## src/rtl/display_clocks_pkg.sv

```systemverilog
// Shared types and constants for the display MMCM DRP reconfiguration logic.
package display_clocks_pkg;

    localparam int ADDR_W   = 7;
    localparam int DATA_W   = 16;
    localparam int RST_HOLD = 4;

    localparam logic [3:0] MODE_640X480  = 4'd0;
    localparam logic [3:0] MODE_1280X720 = 4'd1;

    typedef enum logic [3:0] {
        IDLE,
        RST_ASSERT,
        READ,
        WAIT_RD,
        WRITE,
        WAIT_WR,
        NEXT,
        RELEASE,
        WAIT_LOCK,
        DONE
    } state_t;

    typedef struct packed {
        logic [ADDR_W-1:0] addr;
        logic [DATA_W-1:0] keep;
        logic [DATA_W-1:0] data;
    } drp_entry_t;

    // Bits set in keep retain the value read back from the MMCM.
    function automatic logic [DATA_W-1:0] drp_merge(
        input logic [DATA_W-1:0] i_rd,
        input drp_entry_t        i_e
    );
        return (i_rd & i_e.keep) | (i_e.data & ~i_e.keep);
    endfunction

endpackage

```

## src/rtl/display_clocks_drp_rom.sv

```systemverilog
// Per-mode MMCM DRP register table: CLKOUT0/1, CLKFBOUT, DIVCLK, lock, filter.
module display_clocks_drp_rom
    import display_clocks_pkg::*;
#(
    parameter int MODE_W = 4,
    parameter int IDX_W  = 4
) (
    input  logic [MODE_W-1:0] i_mode,
    input  logic [IDX_W-1:0]  i_idx,
    output drp_entry_t        o_entry
);

    logic w_m1;
    assign w_m1 = (i_mode == MODE_W'(MODE_1280X720));

    always_comb begin
        o_entry = '{addr: '0, keep: 16'hFFFF, data: 16'h0000};
        case (int'(i_idx))
            0:  o_entry = '{7'h08, 16'h1000, w_m1 ? 16'h0145 : 16'h0659};
            1:  o_entry = '{7'h09, 16'hFC00, 16'h0000};
            2:  o_entry = '{7'h0A, 16'h1000, w_m1 ? 16'h0041 : 16'h0145};
            3:  o_entry = '{7'h0B, 16'hFC00, 16'h0000};
            4:  o_entry = '{7'h14, 16'h1000, w_m1 ? 16'h04D2 : 16'h081F};
            5:  o_entry = '{7'h15, 16'h8000, w_m1 ? 16'h1880 : 16'h0080};
            6:  o_entry = '{7'h16, 16'hC000, 16'h20C2};
            7:  o_entry = '{7'h18, 16'hFC00, w_m1 ? 16'h01E8 : 16'h00FA};
            8:  o_entry = '{7'h19, 16'h8000, 16'h7C01};
            9:  o_entry = '{7'h1A, 16'h8000, 16'h7DE9};
            10: o_entry = '{7'h4E, 16'h66FF, w_m1 ? 16'h1900 : 16'h0800};
            11: o_entry = '{7'h4F, 16'h666F, 16'h0100};
            default: ;
        endcase
    end

endmodule

```

## src/rtl/display_clocks_drp_ctrl.sv

```systemverilog
// Display MMCM runtime reconfiguration sequencer: holds RST, read-modify-writes
// the per-mode DRP table, releases RST and waits for LOCKED.
module display_clocks_drp_ctrl
    import display_clocks_pkg::*;
#(
    parameter int MODE_CNT      = 2,
    parameter int MODE_W        = 4,
    parameter int REGS_PER_MODE = 12,
    parameter int DRDY_TIMEOUT  = 64,
    parameter int LOCK_TIMEOUT  = 65535
) (
    input  logic              i_clk,
    input  logic              i_rst,
    input  logic              i_mode_req,
    input  logic [MODE_W-1:0] i_mode,
    output logic              o_busy,
    output logic              o_done,
    output logic              o_error,
    output logic [MODE_W-1:0] o_mode_cur,
    output logic              o_mmcm_rst,
    input  logic              i_mmcm_locked,
    output logic              o_drp_den,
    output logic              o_drp_dwe,
    output logic [6:0]        o_drp_daddr,
    output logic [15:0]       o_drp_di,
    input  logic [15:0]       i_drp_do,
    input  logic              i_drp_drdy
);

    localparam int IDX_W = (REGS_PER_MODE > 1) ? $clog2(REGS_PER_MODE) : 1;
    localparam int CNT_W = 16;

    state_t              r_state, w_state_nxt;
    logic [MODE_W-1:0]   r_mode, r_mode_cur;
    logic [IDX_W-1:0]    r_idx, w_idx_nxt;
    logic [CNT_W-1:0]    r_cnt;
    logic [DATA_W-1:0]   r_rdata;
    logic                r_mmcm_rst, w_mmcm_rst_nxt;
    logic                r_error, w_error_nxt;
    logic                r_lock_s1, r_lock_s2;
    logic                w_latch, w_capture, w_fail, w_mode_ok;
    drp_entry_t          w_entry;

    display_clocks_drp_rom #(
        .MODE_W(MODE_W),
        .IDX_W (IDX_W)
    ) u_rom (
        .i_mode (r_mode),
        .i_idx  (r_idx),
        .o_entry(w_entry)
    );

    assign w_mode_ok = int'(i_mode) < MODE_CNT;

    always_comb begin
        w_state_nxt    = r_state;
        w_idx_nxt      = r_idx;
        w_mmcm_rst_nxt = r_mmcm_rst;
        w_error_nxt    = r_error;
        w_latch        = 1'b0;
        w_capture      = 1'b0;
        w_fail         = 1'b0;
        unique case (r_state)
            IDLE: begin
                if (i_mode_req && w_mode_ok) begin
                    w_latch        = 1'b1;
                    w_idx_nxt      = '0;
                    w_error_nxt    = 1'b0;
                    w_mmcm_rst_nxt = 1'b1;
                    w_state_nxt    = RST_ASSERT;
                end else if (i_mode_req) begin
                    w_error_nxt = 1'b1;
                end
            end
            RST_ASSERT: begin
                if (int'(r_cnt) >= RST_HOLD - 1) w_state_nxt = READ;
            end
            READ: w_state_nxt = WAIT_RD;
            WAIT_RD: begin
                if (i_drp_drdy) begin
                    w_capture   = 1'b1;
                    w_state_nxt = WRITE;
                end else if (int'(r_cnt) >= DRDY_TIMEOUT - 1) begin
                    w_fail = 1'b1;
                end
            end
            WRITE: w_state_nxt = WAIT_WR;
            WAIT_WR: begin
                if (i_drp_drdy) w_state_nxt = NEXT;
                else if (int'(r_cnt) >= DRDY_TIMEOUT - 1) w_fail = 1'b1;
            end
            NEXT: begin
                if (r_idx == IDX_W'(REGS_PER_MODE - 1)) begin
                    w_state_nxt = RELEASE;
                end else begin
                    w_idx_nxt   = r_idx + 1'b1;
                    w_state_nxt = READ;
                end
            end
            RELEASE: begin
                w_mmcm_rst_nxt = 1'b0;
                w_state_nxt    = WAIT_LOCK;
            end
            WAIT_LOCK: begin
                if (r_lock_s2) w_state_nxt = DONE;
                else if (int'(r_cnt) >= LOCK_TIMEOUT - 1) w_fail = 1'b1;
            end
            DONE: w_state_nxt = IDLE;
            default: w_state_nxt = IDLE;
        endcase
        if (w_fail) begin
            w_error_nxt    = 1'b1;
            w_mmcm_rst_nxt = 1'b0;
            w_state_nxt    = IDLE;
        end
    end

    always_ff @(posedge i_clk or posedge i_rst) begin
        if (i_rst) begin
            r_state    <= RELEASE;
            r_mode     <= '0;
            r_mode_cur <= '0;
            r_idx      <= '0;
            r_cnt      <= '0;
            r_rdata    <= '0;
            r_mmcm_rst <= 1'b1;
            r_error    <= 1'b0;
            r_lock_s1  <= 1'b0;
            r_lock_s2  <= 1'b0;
        end else begin
            r_state    <= w_state_nxt;
            r_idx      <= w_idx_nxt;
            r_mmcm_rst <= w_mmcm_rst_nxt;
            r_error    <= w_error_nxt;
            r_lock_s1  <= i_mmcm_locked;
            r_lock_s2  <= r_lock_s1;
            if (w_latch) r_mode <= i_mode;
            if (w_capture) r_rdata <= i_drp_do;
            if (r_state == DONE) r_mode_cur <= r_mode;
            // One counter serves all waits; it restarts on every state change.
            if (w_state_nxt != r_state) r_cnt <= '0;
            else if (r_cnt != '1) r_cnt <= r_cnt + 1'b1;
        end
    end

    assign o_busy      = (r_state != IDLE);
    assign o_done      = (r_state == DONE);
    assign o_error     = r_error;
    assign o_mode_cur  = r_mode_cur;
    assign o_mmcm_rst  = r_mmcm_rst;
    assign o_drp_den   = (r_state == READ) || (r_state == WRITE);
    assign o_drp_dwe   = (r_state == WRITE);
    assign o_drp_daddr = o_drp_den ? w_entry.addr : '0;
    assign o_drp_di    = o_drp_dwe ? drp_merge(r_rdata, w_entry) : '0;

endmodule

```

## config.mk

```make
export PLATFORM = sky130hd
export DESIGN_NAME = display_clocks_drp_ctrl
export DESIGN_NICKNAME = d
export VERILOG_FILES = /design/src/rtl/display_clocks_pkg.sv /design/src/rtl/display_clocks_drp_rom.sv /design/src/rtl/display_clocks_drp_ctrl.sv
export SDC_FILE = /design/constraint.sdc
export NUM_CORES = 1
export LEC_CHECK = 0
export ABC_CLOCK_PERIOD_IN_PS = 4700
export CAP_MARGIN = 20
export CORE_MARGIN = 1
export CORE_UTILIZATION = 30
export DETAILED_ROUTE_END_ITERATION = 12
export PLACE_DENSITY = 0.57
export SLEW_MARGIN = 20
export SYNTH_ARGS = -nofsm -noshare
export SYNTH_HDL_FRONTEND = slang
export SYNTH_SLANG_ARGS = --single-unit
```

## constraint.sdc

```tcl
create_clock -name i_clk -period 4.7 [get_ports i_clk]
set_input_delay 0.47 -clock i_clk [delete_from_list [all_inputs] [get_ports i_clk]]
set_output_delay 0.47 -clock i_clk [all_outputs]
set_load 0.02 [all_outputs]
```

==> results.sh, run 1 <==
export IMPL_status="complete, no violations"
export IMPL_core_area_um2=10370
export IMPL_dpl_cell_count=535
export IMPL_cp_end_kind="output pin"
export IMPL_dieArea_um2=11160
export IMPL_whs_ns=0.3548
export IMPL_cp_start_kind="flop"
export IMPL_async_flop_share=1.000
export IMPL_worstHoldPathType="flop to flop"
export IMPL_cts_repair_resized=0
export IMPL_slew_viol_final=0
export IMPL_clkLatencyLatePin_ns=0.31
export IMPL_die_h_um=105.6
export IMPL_synthesis_instances=361
export IMPL_dp_hpwl_um=5826
export IMPL_rrSetupSlack_ns=2.01
export IMPL_synth_nets=392
export IMPL_num_vias=2745
export IMPL_fmax_ghz=0.2597
export IMPL_fin_total_pwr_mw=2.233
export IMPL_maxCapViolCount=0
export IMPL_clockRootBuffer="clkbuf_8"
export IMPL_ctsHoldBuffers=0
export IMPL_seq_area_frac_synth=0.4054
export IMPL_cts_buffers=5
export IMPL_critPathTopFamily="simple AND/OR/NAND/NOR gates"
export IMPL_firstDrtPassIters=5
export IMPL_io_buffer_count=56
export IMPL_fin_util=0.3803
export IMPL_postRouteAntennaNets=0
export IMPL_min_from="r_lock_s1"
export IMPL_rsz0062_at_grt="no"
export IMPL_grt_max_degree=53
export IMPL_synth_top_area_share=0.3728
export IMPL_critPathMaxStageDelay_ns=0.69
export IMPL_crit_type="flop to output pin"
export IMPL_crit_required_ns=4.23
export IMPL_finalHoldViolCount=0
export IMPL_tightest_slew_ns=0.9703
export IMPL_area_delta_synth_final_pct=22.41
export IMPL_fin_cells=543
export IMPL_holdPathEnd="r_lock_s2"
export IMPL_reg2reg_from="r_state[1]"
export IMPL_synth_edff_count=0
export IMPL_path_cells="ha_1 -> or4_1 -> nand2_1 -> o21bai_1 -> nor2_1 -> a211oi_1 -> clkdlybuf4s50_1"
export IMPL_ys_warn_count=0
export IMPL_ys_flop_type="dfrtp_1"
export IMPL_cts_tree="yes"
export IMPL_htree_levels=2
export IMPL_post_synth_num_cell_types=55
export IMPL_synth_seq_cells=52
export IMPL_drive_above_1_share=0.1302
export IMPL_post_cts_setup_buffers=0
export IMPL_antenna_found_initial=0
export IMPL_clkTransAtPathRegs_ns=0.10
export IMPL_drt_vias_per_instance=5.055
export IMPL_yosysTopAreaCell="dfrtp_1"
export IMPL_worst_ep_arrival_time_ns=3.38
export IMPL_rows=37
export IMPL_synth_area_per_cell_um2=8.925
export IMPL_num_io_pins=58
export IMPL_reg2reg_to="r_cnt[6]"
export IMPL_p_leak_nw=1.588
export IMPL_route_final_wire_length_um=7929
export IMPL_diodes=0
export IMPL_die_x_um=105.6
export IMPL_grt_pass1_vias=2668
export IMPL_finalSetupViolCount=0
export IMPL_post_drt_wl_per_cell_um=14.60
export IMPL_period_needed_ns=3.850
export IMPL_nets=437
export IMPL_tns_ns=0
export IMPL_syn_cell_area_um2=3222
export IMPL_cts_max_path_buffers=2
export IMPL_grt_first_pass_wirelength_um=13210
export IMPL_synth_area_top_cells="dfrtp_1 37%, mux2_2 7.7%, nor2_1 6.1%, a21oi_1 4.2%, dfstp_2 3.3%"
export IMPL_relSlewSlack=0.3440
export IMPL_clkSinkCount=52
export IMPL_hold_path_depth=0
export IMPL_crit_slowest_cell="or4_1"
export IMPL_track_usage=0.1474
export IMPL_fin_crit_sh=0.8192
export IMPL_gp_congestion=0.8885
export IMPL_drcViolationCount=0
export IMPL_ff2ff_path_depth=5
export IMPL_drtIter0Drc=107
export IMPL_grt_ovfl_total=0
export IMPL_start_util=0.3107
export IMPL_ir_drop_mv=0.2133
export IMPL_pwr_density_cell_nw_per_um2=566.3
export IMPL_cp_num_buf_inv=1
export IMPL_skew_ns=0.007103
export IMPL_crit_fanout=17
-- report_power, final --
group	internal, mW	total, mW	switching, mW
combinational	0.511	1.24	0.728
sequential	0.585	0.737	0.153
clock	0.107	0.258	0.151
total	1.20	2.23	1.03
-- synth_stat cells, types with 3 or more instances --
cell,number
a211oi_1,5
a21oi_1,27
and2_1,4
buf_4,4
clkbuf_1,11
dfrtp_1,48
dfstp_2,4
ha_1,6
inv_1,14
mux2_2,22
mux2i_1,4
nand2_1,27
nand2b_1,3
nand3_1,11
nand3b_1,3
nand4_1,5
nor2_1,52
nor2_2,11
nor2b_1,6
nor3_1,16
nor4_1,6
nor4b_1,3
o21ai_0,15
xnor2_1,8
xor2_1,7
-- placed cells by master (no fill, tap or decap), drive strengths merged, types with 4 or more instances in the layout --
cell type	Yosys	final
o21ai	15	15
ha	6	6
a21oi	27	27
nor4	6	6
nand3	11	11
a211oi	5	5
xnor2	8	8
clkdlybuf4s50	0	56
mux2i	4	4
nand2	27	27
dfstp	4	4
and2	4	4
mux2	22	22
dfrtp	48	48
xor2	7	7
nand3b	4	4
inv	14	14
nor3	16	16
nor2b	6	6
nand4	6	6
clkbuf	11	7
nor2	63	63
-- layout make-up --
class                   count  area (um^2)
repair buffers             57        568.0
multi-input cells         275         1758
clock buffers               7        76.32
flip-flops and latches     52         1306
fillers                  1060         6426
well taps                 136        170.2
clock inverters             1        8.758
inverters                  15        56.30
-- worst max-delay path by stage --
stage	startpoint	endpoint	cells past startpoint	slack (ns)
after global placement	r_idx[0]	o_drp_di[12]	7	1.28
after global routing	r_idx[0]	o_drp_di[12]	8	0.66
after detailed placement	r_idx[0]	o_drp_di[12]	7	1.20
final	r_idx[0]	o_drp_di[12]	7	0.85
after CTS	r_idx[0]	o_drp_di[12]	7	0.85
after floorplan	r_idx[0]	o_drp_di[12]	7	1.89
-- sequential cells by signal (all words and copies together) (netlist names), 4 cells and up --
register    flops
r_state         4
r_rdata        16
r_mode          4
r_cnt          16
r_idx           4
o_mode_cur      4
-- cell families (layout without fill, tap and decap cells) --
logic type | count (synthesis) | after routing | share of synthesized area
compound gates | 71 | 71 | 0.1484
xor+xnor | 15 | 15 | 0.04078
fa+ha+maj | 6 | 6 | 0.02330
buf+inv | 34 | 80 | 0.05087
flops | 52 | 52 | 0.4054
mux | 26 | 26 | 0.08932
other cells | 1 | 1 | 0.001164
simple gates | 156 | 156 | 0.2408
-- per-layer routing --
layer  track usage  up-vias  routed length, um
met3       0.02536        4                240
met1        0.1944     1335               3707
met2        0.2486       45               3936
li1              -     1361                  -
met4       0.04067        0                 46
met5             0        -                  0
-- metrics by stage --
| stage | worst slack, ns | area (um^2) |
|---|---|---|
| final | 0.8496 | 3944 |
| after global routing | 0.6641 | 3944 |
| after CTS | 0.8484 | 3938 |
| after detailed placement | 1.196 | 3852 |
| after global placement | 1.280 | 3852 |
| after floorplan | 1.894 | 3222 |
No activity file was read; power rests on OpenSTA's default activity.
==> run 2, diff against run 1 <==
--- a/config.mk
+++ b/config.mk
@@ -5,12 +5,12 @@
 export SDC_FILE = /design/constraint.sdc
 export NUM_CORES = 1
 export LEC_CHECK = 0
-export ABC_CLOCK_PERIOD_IN_PS = 4700
+export ABC_CLOCK_PERIOD_IN_PS = 3200
 export CAP_MARGIN = 20
 export CORE_MARGIN = 1
 export CORE_UTILIZATION = 30
 export DETAILED_ROUTE_END_ITERATION = 12
-export PLACE_DENSITY = 0.57
+export PLACE_DENSITY = 0.58
 export SLEW_MARGIN = 20
 export SYNTH_ARGS = -nofsm -noshare
 export SYNTH_HDL_FRONTEND = slang
==> constraint.sdc (replaced) <==
create_clock -name i_clk -period 3.2 [get_ports i_clk]
set_input_delay 0.32 -clock i_clk [delete_from_list [all_inputs] [get_ports i_clk]]
set_output_delay 0.32 -clock i_clk [all_outputs]
set_load 0.02 [all_outputs]
==> run 2 against run 1 <==
Against the previous run:
- register-to-register slack lost 1.4 ns
- clock-buffer cell count is the same
- die area stayed put
- critical endpoint is now o_drp_di[7]
- highest routed layer unchanged
==> results.sh, run 2 (synthesis results as in run 1) <==
export IMPL_crit_fanout=5
export IMPL_fin_crit_sh=0.9433
export IMPL_grt_first_pass_wirelength_um=13450
export IMPL_antenna_found_initial=0
export IMPL_cts_tree="yes"
export IMPL_crit_top_cell="a211oi_1"
export IMPL_crit_type="flop to output pin"
export IMPL_cts_max_path_buffers=2
export IMPL_drive_above_1_share=0.1659
export IMPL_cp_end_kind="output pin"
export IMPL_finalSetupViolCount=0
export IMPL_crit_required_ns=2.88
export IMPL_htree_levels=2
export IMPL_crit_slowest_cell="clkdlybuf4s50_1"
export IMPL_dieArea_um2=11160
export IMPL_relSlewSlack=0.3785
export IMPL_period_needed_ns=3.019
export IMPL_seq_area_um2=1306
export IMPL_rows=37
export IMPL_track_usage=0.1484
export IMPL_fin_util=0.3923
export IMPL_critPathMaxStageDelay_ns=0.65
export IMPL_start_util=0.3107
export IMPL_dp_hpwl_um=5994
export IMPL_path_cells="inv_1 -> ha_1 -> or4_4 -> nand3_2 -> a211oi_1 -> a211oi_1 -> clkdlybuf4s50_1"
export IMPL_p_leak_nw=1.731
export IMPL_biggestRegsByFlops="r_cnt (16), r_rdata (16)"
export IMPL_cts_buffers=5
export IMPL_route_final_wire_length_um=7936
export IMPL_drtIter0Drc=130
export IMPL_worst_ep_arrival_time_ns=2.70
export IMPL_tightest_slew_ns=0.9237
export IMPL_finalHoldViolCount=0
export IMPL_maxCapViolCount=0
export IMPL_ir_drop_mv=0.3143
export IMPL_mostFrequentLayoutCells="52 x nor2_1, 49 x clkdlybuf4s50_1, 48 x dfrtp_1"
export IMPL_status="complete, no violations"
export IMPL_nets=452
export IMPL_cts_repair_resized=6
export IMPL_die_h_um=105.6
export IMPL_grt_max_degree=36
export IMPL_clkLatencyLatePin_ns=0.30
export IMPL_mostFrequentLayoutCell="nor2_1"
export IMPL_skew_ns=0.002778
export IMPL_io_buffer_count=56
export IMPL_ctsHoldBuffers=0
export IMPL_cp_start_kind="flop"
export IMPL_num_io_pins=58
export IMPL_worstHoldPathType="flop to flop"
export IMPL_multi_input_area_um2=1774
export IMPL_pwr_density_cell_nw_per_um2=831.2
export IMPL_fill_cells=1096
export IMPL_clockRootBuffer="clkbuf_8"
export IMPL_post_cts_setup_buffers=0
export IMPL_gp_congestion=0.8789
export IMPL_fmax_ghz=0.3313
export IMPL_dpl_cell_count=550
export IMPL_die_x_um=105.6
export IMPL_clkTransAtPathRegs_ns=0.09
export IMPL_num_vias=2720
export IMPL_fin_cells=558
export IMPL_core_area_um2=10370
export IMPL_area_delta_synth_final_pct=26.25
export IMPL_drcViolationCount=0
export IMPL_postRouteAntennaNets=0
export IMPL_clkSinkCount=52
export IMPL_firstDrtPassIters=4
export IMPL_drt_vias_per_instance=4.875
export IMPL_post_drt_wl_per_cell_um=14.22
export IMPL_rsz0062_at_grt="no"
export IMPL_grt_pass1_vias=2754
export IMPL_slew_viol_final=0
export IMPL_grt_ovfl_total=0
export IMPL_tns_ns=0
export IMPL_diodes=0
run 2: cell types whose count changed in the layout (fill, tap and decap cells not counted), moves of 2 or more:
cell	change
a2111oi_0	-2
dlygate4sd2_1	+5
buf_4	+15
clkdlybuf4s50_1	-7
a2111oi_1	+2
dlymetal6s2s_1	+2
run 2: metal layers:
| layer | vias to the layer above | part of all wire | global-route usage |
|---|---|---|---|
| li1 | 1393 | - | - |
| met1 | 1271 | 0.47 | 0.2025 |
| met2 | 49 | 0.48 | 0.2462 |
| met3 | 7 | 0.038 | 0.02350 |
| met4 | 0 | 0.010 | 0.03472 |
| met5 | - | 0 | 0 |
run 2: final cells by class:
| type | instances | share of cell area |
|---|---|---|
| Clock inverter | 1 | 0.001230 |
| Sequential cell | 52 | 0.3211 |
| Inverter | 15 | 0.01384 |
| Timing Repair Buffer | 72 | 0.1670 |
| Multi-Input combinational cell | 275 | 0.4362 |
| Clock buffer | 7 | 0.01876 |
| Tap cell | 136 | 0.04183 |
run 2: final timing paths:
path,startpoint,end,slack [ns],cells past startpoint
max,r_idx[0],o_drp_di[7],0.18,7
min,r_lock_s1,r_lock_s2,0.36,0
max reg2reg,r_state[0],r_cnt[6],0.64,6
min reg2reg,r_lock_s1,r_lock_s2,0.36,0
max in group asynchronous,i_rst,r_lock_s1,2.11,3
min in group asynchronous,i_rst,r_rdata[5],0.46,2
run 2: through the flow:
step | worst slack [ns] | hold slack, ns | total power [mW] | instance area, um^2
final | 0.1814 | 0.3597 | 3.381 | 4068
after global routing | 0.01430 | 0.3774 | 3.663 | 4068
after CTS | 0.01426 | 0.3625 | 3.375 | 4044
after detailed placement | 0.2441 | 0.3386 | 2.994 | 3965
after global placement | 0.2527 | 0.3347 | 2.977 | 3965
after floorplan | 0.5438 | 0.3312 | 2.443 | 3222
run 2: power breakdown:
group | switching (mW) | internal (mW) | leakage (nW)
combinational | 1.14 | 0.840 | 1.03
sequential | 0.175 | 0.860 | 0.662
clock | 0.214 | 0.154 | 0.0422
total | 1.53 | 1.85 | 1.73
run 2: worst max-delay path: cells and delay by family, from the launching register on:
| kind | cells | cell delay, ns |
|---|---|---|
| AOI/OAI and AO/OA | 2 | 0.32 |
| DFF | 1 | 0.43 |
| buffers and inverters | 2 | 0.73 |
| adders and majority gates | 1 | 0.21 |
| and+or+nand+nor | 2 | 0.70 |
